`src/rtl/game_pkg.sv`:
```
// Shared definitions for the game sequencer: state encoding, score limits and
// default timing parameters.
package game_pkg;

  typedef enum logic [1:0] {
    ST_IDLE    = 2'd0,
    ST_PLAY    = 2'd1,
    ST_CRASH   = 2'd2,
    ST_RESTART = 2'd3
  } game_state_e;

  localparam int SCORE_W   = 10;
  localparam int SCORE_MAX = 999;

  localparam int DEF_SCORE_DIV    = 32;
  localparam int DEF_CRASH_FRAMES = 120;
  localparam int DEF_FLASH_DIV    = 8;

  // Score increment that sticks at SCORE_MAX instead of running on to 1023.
  function automatic logic [SCORE_W-1:0] score_inc(input logic [SCORE_W-1:0] score);
    if (score >= SCORE_W'(SCORE_MAX)) return SCORE_W'(SCORE_MAX);
    return score + SCORE_W'(1);
  endfunction

endpackage

```
`src/rtl/frame_tick_gen.sv`:
```
// Registers the active-low vertical sync and flags the first cycle in which the
// registered value has fallen: one pulse per frame, two cycles after iVS drops.
module frame_tick_gen (
  input  logic iVGA_CLK,
  input  logic iRST_n,
  input  logic iVS,
  output logic frame_edge
);

  logic vs_q, vs_d;
  logic vs_prev_q, vs_prev_d;

  always_comb begin
    vs_d      = iVS;
    vs_prev_d = vs_q;
  end

  // Reset to the idle-high sync level so releasing reset never looks like a frame.
  // NOTE: sequential state uses non-blocking assignments so every flop samples the pre-edge values.
  always_ff @(posedge iVGA_CLK or negedge iRST_n) begin
    if (!iRST_n) begin
      vs_q      <= 1'b1;
      vs_prev_q <= 1'b1;
    end else begin
      vs_q      <= vs_d;
      vs_prev_q <= vs_prev_d;
    end
  end

  assign frame_edge = vs_prev_q & ~vs_q;

endmodule

```
`src/rtl/game_sequencer.sv`:
```
// Game-level control FSM: IDLE -> RESTART -> PLAY -> CRASH -> IDLE, with frame
// pacing from vertical sync, a saturating score and a crash blink flag.
module game_sequencer
  import game_pkg::*;
#(
  parameter int SCORE_DIV    = DEF_SCORE_DIV,
  parameter int CRASH_FRAMES = DEF_CRASH_FRAMES,
  parameter int FLASH_DIV    = DEF_FLASH_DIV
) (
  input  logic               iVGA_CLK,
  input  logic               iRST_n,
  input  logic               iVS,
  input  logic               iStart,
  input  logic               iCollision,
  output logic               oFrameTick,
  output logic               oMoveEn,
  output logic               oResetGame,
  output logic [1:0]         oState,
  output logic [SCORE_W-1:0] oScore,
  output logic               oFlash
);

  localparam int DIV_W = $clog2(SCORE_DIV + 1);
  localparam int CNT_W = $clog2(CRASH_FRAMES + 1);
  localparam int FL_W  = $clog2(FLASH_DIV + 1);

  logic frame_edge;
  logic start_edge;

  game_state_e        state_q, state_d;
  logic               start_q, start_d;
  logic               start_prev_q, start_prev_d;
  logic               grace_q, grace_d;
  logic [DIV_W-1:0]   div_q, div_d;
  logic [CNT_W-1:0]   crash_cnt_q, crash_cnt_d;
  logic [FL_W-1:0]    flash_div_q, flash_div_d;
  logic [SCORE_W-1:0] score_q, score_d;
  logic               flash_q, flash_d;
  logic               tick_q, tick_d;
  logic               move_en_q, move_en_d;
  logic               reset_game_q, reset_game_d;

  frame_tick_gen u_frame_tick_gen (
    .iVGA_CLK   (iVGA_CLK),
    .iRST_n     (iRST_n),
    .iVS        (iVS),
    .frame_edge (frame_edge)
  );

  assign start_edge = start_q & ~start_prev_q;

  // NOTE: every signal written here gets a default first, so no path leaves one unassigned (no latches).
  always_comb begin
    state_d      = state_q;
    start_d      = iStart;
    start_prev_d = start_q;
    grace_d      = grace_q;
    div_d        = div_q;
    crash_cnt_d  = crash_cnt_q;
    flash_div_d  = flash_div_q;
    score_d      = score_q;
    flash_d      = flash_q;
    tick_d       = 1'b0;

    unique case (state_q)
      ST_IDLE: begin
        if (start_edge) state_d = ST_RESTART;
      end

      ST_RESTART: begin
        score_d = '0;
        div_d   = '0;
        grace_d = 1'b1;
        state_d = ST_PLAY;
      end

      ST_PLAY: begin
        // Collision is only sampled on the frame edge; mid-frame glitches never reach here.
        if (frame_edge) begin
          tick_d = 1'b1;
          if (iCollision && !grace_q) begin
            state_d     = ST_CRASH;
            crash_cnt_d = CNT_W'(CRASH_FRAMES - 1);
            flash_div_d = '0;
            flash_d     = 1'b1;
          end else begin
            grace_d = 1'b0;
            if (div_q == DIV_W'(SCORE_DIV - 1)) begin
              div_d   = '0;
              score_d = score_inc(score_q);
            end else begin
              div_d = div_q + DIV_W'(1);
            end
          end
        end
      end

      ST_CRASH: begin
        if (frame_edge) begin
          if (crash_cnt_q == '0) begin
            state_d = ST_IDLE;
            flash_d = 1'b0;
          end else begin
            crash_cnt_d = crash_cnt_q - CNT_W'(1);
            if (flash_div_q == FL_W'(FLASH_DIV - 1)) begin
              flash_div_d = '0;
              flash_d     = ~flash_q;
            end else begin
              flash_div_d = flash_div_q + FL_W'(1);
            end
          end
        end
      end

      default: state_d = ST_IDLE;
    endcase

    // Decoded from the next state so these outputs line up with oState.
    move_en_d    = (state_d == ST_PLAY);
    reset_game_d = (state_d == ST_RESTART);
  end

  always_ff @(posedge iVGA_CLK or negedge iRST_n) begin
    if (!iRST_n) begin
      state_q      <= ST_IDLE;
      start_q      <= 1'b0;
      start_prev_q <= 1'b0;
      grace_q      <= 1'b0;
      div_q        <= '0;
      crash_cnt_q  <= '0;
      flash_div_q  <= '0;
      score_q      <= '0;
      flash_q      <= 1'b0;
      tick_q       <= 1'b0;
      move_en_q    <= 1'b0;
      reset_game_q <= 1'b0;
    end else begin
      state_q      <= state_d;
      start_q      <= start_d;
      start_prev_q <= start_prev_d;
      grace_q      <= grace_d;
      div_q        <= div_d;
      crash_cnt_q  <= crash_cnt_d;
      flash_div_q  <= flash_div_d;
      score_q      <= score_d;
      flash_q      <= flash_d;
      tick_q       <= tick_d;
      move_en_q    <= move_en_d;
      reset_game_q <= reset_game_d;
    end
  end

  assign oState     = state_q;
  assign oFrameTick = tick_q;
  assign oMoveEn    = move_en_q;
  assign oResetGame = reset_game_q;
  assign oScore     = score_q;
  assign oFlash     = flash_q;

endmodule

```
`config.mk`:
```
export PLATFORM = sky130hd
export DESIGN_NAME = game_sequencer
export DESIGN_NICKNAME = d
export VERILOG_FILES = /design/src/rtl/game_pkg.sv /design/src/rtl/frame_tick_gen.sv /design/src/rtl/game_sequencer.sv
export SDC_FILE = /design/constraint.sdc
export NUM_CORES = 1
export LEC_CHECK = 0
export ABC_AREA = 1
export BUFFER_PORTS_ARGS = -buffer_cell sky130_fd_sc_hd__buf_2
export CAP_MARGIN = 10
export CORE_AREA = 5 5 71 80
export DETAILED_ROUTE_END_ITERATION = 12
export DIE_AREA = 0 0 76 85
export PLACE_DENSITY = 0.72
export SYNTH_ARGS = -nofsm -noshare
export SYNTH_HDL_FRONTEND = slang
export SYNTH_SLANG_ARGS = --single-unit
```
`constraint.sdc`:
```
create_clock -name iVGA_CLK -period 4.3 [get_ports iVGA_CLK]
set_input_delay 0.86 -clock iVGA_CLK [delete_from_list [all_inputs] [get_ports iVGA_CLK]]
set_output_delay 0.86 -clock iVGA_CLK [all_outputs]
set_load 0.01 [all_outputs]
```
Yosys cells after proc, flatten, opt, wreduce, memory -nomap -nowiden
Index checks and enable logic that the tools add are counted.
{ "word_totals": {"register_bits": 38, "output_inout_bits": 16, "elab_cells": 91} }
{ "classes": {"addsub": 4, "n_lt_le_gt_ge": 1, "n_eq_ne": 14, "n_mux": 43, "bitwise_logic": 5, "reduce_logical": 10} }
{ "op_table": {"columns": ["cell", "count"], "rows": [
  ["$mux 10", 5],
  ["$mux 7", 4],
  ["$mux 4", 5],
  ["$pmux 10 s2", 1],
  ["$mux 6", 3],
  ["$mux 1", 14],
  ["$pmux 7 s2", 1],
  ["$ne 2x2->1 const B", 6],
  ["$pmux 6 s2", 1],
  ["$add 10x1->10 const B", 1],
  ["$ge 10x10->1 const B", 1],
  ["$mux 2", 5],
  ["$reduce_and 5->1", 2],
  ["$pmux 2 s4", 1],
  ["$pmux 4 s2", 1],
  ["$logic_not 7->1", 1],
  ["$sub 7x1->7 const B", 1],
  ["$add 6x1->6 const B", 1],
  ["$eq 2x2->1 const B", 3],
  ["$eq 6x5->1 const B", 1],
  ["$add 4x1->4 const B", 1],
  ["$eq 2x1->1 const B", 2],
  ["$eq 4x3->1 const B", 1],
  ["$pmux 1 s2", 2],
  ["9 further kinds", 13]
]} }

Depth between registers and ports, before layout
{ "depth": {"ltp_word": 11, "mapped_depth": 9, "depth_no_buf": 9} }

Cells and area by module
A second synthesis with hierarchy kept.
{ "unflattened": {"hier_cells": 275, "area_unflattened_um2": 2080.7} }
{ "modules_own_cells": {"columns": ["module", "n_inst", "cells_each", "area_each_um2", "seq_area_each_um2"], "rows": [
  ["game_sequencer", 1, 271, 2018.2, 900.9],
  ["frame_tick_gen", 1, 4, 62.6, 52.6]
]} }

Least setup slack after synthesis
No wires, ideal clock.
{ "synth_timing": {"path_kind": "input -> register", "startpoint": "input iCollision", "endpoint": "register div_q[5]", "setup_ps": 114, "t_arrival_ps": 1484, "required_ps": 4186, "path_slack_ps": 2702, "cell_stages": 7, "cell_sequence": "nand2_1 > nand3_1 > nand2_2 > nand2_4 > buf_8 > nand3_1 > inv_1"} }
{ "synth_via": {"elab_chain_len": 3} }
{ "synth_rtl": {"columns": ["item", "line_no", "rtl"], "rows": [
  ["from (decl)", "game_sequencer.sv:14", "input logic iCollision,"],
  ["$logic_and 1x1->1", "game_sequencer.sv:81", "if (iCollision && !grace_q) begin"],
  ["$ne 2x2->1 (no source line)", null, null],
  ["$reduce_and 3->1 (no source line)", null, null],
  ["to (signal assigned)", "game_sequencer.sv:142", "div_q <= div_d;"],
  ["to (decl)", "game_sequencer.sv:34", "logic [DIV_W-1:0] div_q, div_d;"]
]} }
Every way passes these cells.
A chain may end at the register's enable or synchronous reset.

Worst setup path in the final report
{ "layout_timing": {"startpoint": "register state_q[0] (netlist: oState[0])", "endpoint": "output oState[0]"} }
{ "layout_lines": {"columns": ["item", "line_no", "rtl"], "rows": [
  ["from (decl)", "game_sequencer.sv:30", "game_state_e state_q, state_d;"],
  ["from (signal assigned)", "game_sequencer.sv:138", "state_q <= state_d;"],
  ["to (decl)", "game_sequencer.sv:18", "output logic [1:0] oState,"]
]} }
No word-level cell between the ends.

==> metrics.yaml <==
die_w_um: 76
row_count: 27
clock-sinks: 38
slew_headroom: 0.449
crit_buf_inv: 1
clkSlewWorstSetupHoldPaths_ps: 80
ios: 21
ys_ff_latch: 38
hold_viol: 0
fin_cells: 365
wl_met3_um: 127
met2_length_um: 2020
async_flop_share: 1.00
ir_drop_mv: 0.378
cts_max_level: 2
syn_inst: 283
topRoutingLayerUsed: "met4"
period_needed_ps: 1900
synth_nets: 292
wl_met1_um: 1880
status: "finished, final reports clean"
grt_overflow: 0
fillerInstances: 473
drc_errors: 0
min_path_type: "register to register"
p_seq_frac: 0.405
insertion_delay_ps: 290
maxSlewViolCount: 0
pwr-share-clk: 0.229
cp_top_family: "flip-flops"
dr.first_iter.drc_count: 82
hpwl_um: 2990
layout.nets: 315
post-cts-setup-buffers: 0
syn_area_mm2: 0.00218
crit_fanout: 8
cts_made_buffers: 5
via_per_inst: 4.93
max_stage_delay_ps: 550
die_area_mm2: 0.00646
multi_input_area_mm2: 0.00103
globalplace.congestion: 0.800
grt_max_degree: 39
grt.total_usage: 0.144
detail-route-antenna-nets: 0
critPathSlowestCell: "dfrtp_1"
wirelength_um: 4080
antenna_found_initial: 0
fmax_mhz: 527
ys_seq_area_frac: 0.438
cts_tree: "yes"
syn_area_per_cell_um2: 7.70
crit_required_ps: 3440
cp.arrival_ps: 1040
cellLeakagePower_uw: 0.00125
regArea_um2: 953
antennaDiodeCount: 0
p_int_uw: 777
cp_cell_sequence: "buf_2"
setup_tns_ps: 0
core_mm2: 0.00483
combPwrFrac: 0.366
clockBufferDepth: 2
switchingPower_uw: 532
initial_core_util: 0.451
drive_gt1_frac: 0.173
dr.pass1.iters: 4
ys.flop_type: "dfrtp_1"
port_buffers: 20
place_inst: 357
p_sw_frac: 0.406
power_density_mw_per_mm2: 540
synth_cell_types: 32
finalSetupViolations: 0
fin_crit_sh: 0.441
yosys_warnings: 0
die_h_um: 85
grt_pass1_wl_um: 7800
worst_pin_slew_ps: 827
wl_per_cell_um: 11.2
crit_type: "register to primary output"
place_area_mm2: 0.00231
hold_buffers: 0
hp-start: "u_frame_tick_gen.vs_prev_d"
worst_setup_path_start_kind: "register"
root_buffer: "clkbuf_8"
critPathLaunch: "oState[0]"
fin_skew_ps: 6.25
postCtsResizedCells: 0
reg2reg_from: "u_frame_tick_gen.vs_prev_q"
syn_to_final_growth_pct: 11.2
end_kind: "primary output"
fin_area_mm2: 0.00242
vias: 1799
cap_viol_max_count: 0
synth_edf_count: 0
grt_pass1_vias: 1768
rsz0062_at_grt: "false"
-- registers in the layout (all words and copies together), names as in the netlist --
register / flops
grace_q: 1
oScore: 10
u_frame_tick_gen.vs_prev_q: 1
u_frame_tick_gen.vs_prev_d: 1
flash_div_q: 4
oFrameTick: 1
start_prev_q: 1
div_q: 6
oMoveEn: 1
oResetGame: 1
crash_cnt_q: 7
oFlash: 1
oState: 2
start_prev_d: 1
-- metal layers --
layer / global-route usage / up-vias
li1: - / 939
met1: 0.175 / 832
met2: 0.254 / 22
met3: 0.0297 / 6
met4: 0.0437 / 0
met5: 0 / -
-- power by group through the flow --
stage	combinational [uW]	sequential [uW]	clock (uW)
after detailed placement	482	537	0
after floorplan	380	539	0
after global routing	558	545	329
after global placement	471	536	0
final	479	530	300
after CTS	485	530	312
-- worst register-to-register path: stages, from the launching register on --
cell and delay [ps]:
dfstp_2 530, inv_1 40, nor2_2 220, nand3_1 130, nand2_2 240, nand2_4 180, nor2_4 210, nand2_1 90
nand2_1 60
-- final timing paths --
kind | cells past startpoint | slack, ps | end
max in group asynchronous | 1 | 3110 | flash_div_q[3]
worst min-delay path | 0 | 380 | u_frame_tick_gen.vs_prev_q
worst max register to register | 8 | 2540 | oScore[5]
worst max-delay path | 1 | 2400 | oState[0]
worst min register to register | 0 | 380 | u_frame_tick_gen.vs_prev_q
min in group asynchronous | 1 | 670 | oScore[7]
-- synth_stat cells, types with 2 or more instances --
cell | instances | area, um2
nand4_1 | 9 | 56.3
nor2_2 | 2 | 12.5
dfrtp_1 | 36 | 901
o21ai_1 | 3 | 15.0
o21ai_0 | 10 | 50.1
or2_2 | 2 | 12.5
a31oi_1 | 2 | 12.5
nand3_1 | 25 | 125
nand2_2 | 2 | 12.5
nand2_1 | 99 | 372
ha_1 | 4 | 50.1
inv_2 | 2 | 7.51
nor3_1 | 2 | 10.0
nor2_1 | 22 | 82.6
buf_6 | 2 | 22.5
nand3_2 | 2 | 20.0
dfstp_2 | 2 | 52.6
inv_1 | 36 | 135
nand3b_1 | 2 | 15.0
nand2_4 | 4 | 45.0
o21ai_4 | 2 | 32.5
nor2_4 | 3 | 33.8
-- cells by family after synthesis --
kind of cell / share of synthesized area
AOI/OAI and AO/OA: 0.0643
buffers and inverters: 0.0890
xor gates and xnor gates: 0.00804
adders and majority gates: 0.0230
DFF: 0.438
and+or+nand+nor: 0.378
-- placed cells by master, fill, tap and decap left out, types with 2 or more instances in the layout --
| master | netlist | routed |
|---|---|---|
| a31oi_1 | 2 | 2 |
| dfstp_2 | 2 | 2 |
| nor2_4 | 3 | 3 |
| nand2_4 | 4 | 4 |
| or2_2 | 2 | 2 |
| o21ai_0 | 10 | 10 |
| nand3b_1 | 2 | 2 |
| inv_1 | 36 | 36 |
| o21ai_4 | 2 | 2 |
| o21ai_1 | 3 | 3 |
| nand3_1 | 25 | 25 |
| inv_2 | 2 | 2 |
| nor3_1 | 2 | 2 |
| dfrtp_1 | 36 | 36 |
| nor2_1 | 22 | 22 |
| clkbuf_8 | 0 | 5 |
| buf_2 | 0 | 20 |
| nor2_2 | 2 | 2 |
| nand2_1 | 99 | 99 |
| nand2_2 | 2 | 2 |
| nand4_1 | 9 | 9 |
| ha_1 | 4 | 4 |
| clkinvlp_4 | 0 | 2 |
| nand3_2 | 2 | 2 |
-- through the flow --
step                      worst slack [ps]  hold slack, ps  utilization  power (uW)
after CTS                             2380             386        0.501        1330
after global routing                  2350             394        0.501        1430
final                                 2400             384        0.501        1310
after global placement                2370             365        0.478        1010
after detailed placement              2310             372        0.478        1020
after floorplan                       2700             354            -         919
-- final cells by class --
cell class	count	share of cell area
multi-input cells	202	0.426
flip-flops and latches	38	0.394
inverters	39	0.0625
repair buffers	20	0.0413
well taps	58	0.0300
clock buffers	5	0.0284
clock inverters	3	0.0186
Note: power is estimated with default switching activity, not from simulation.
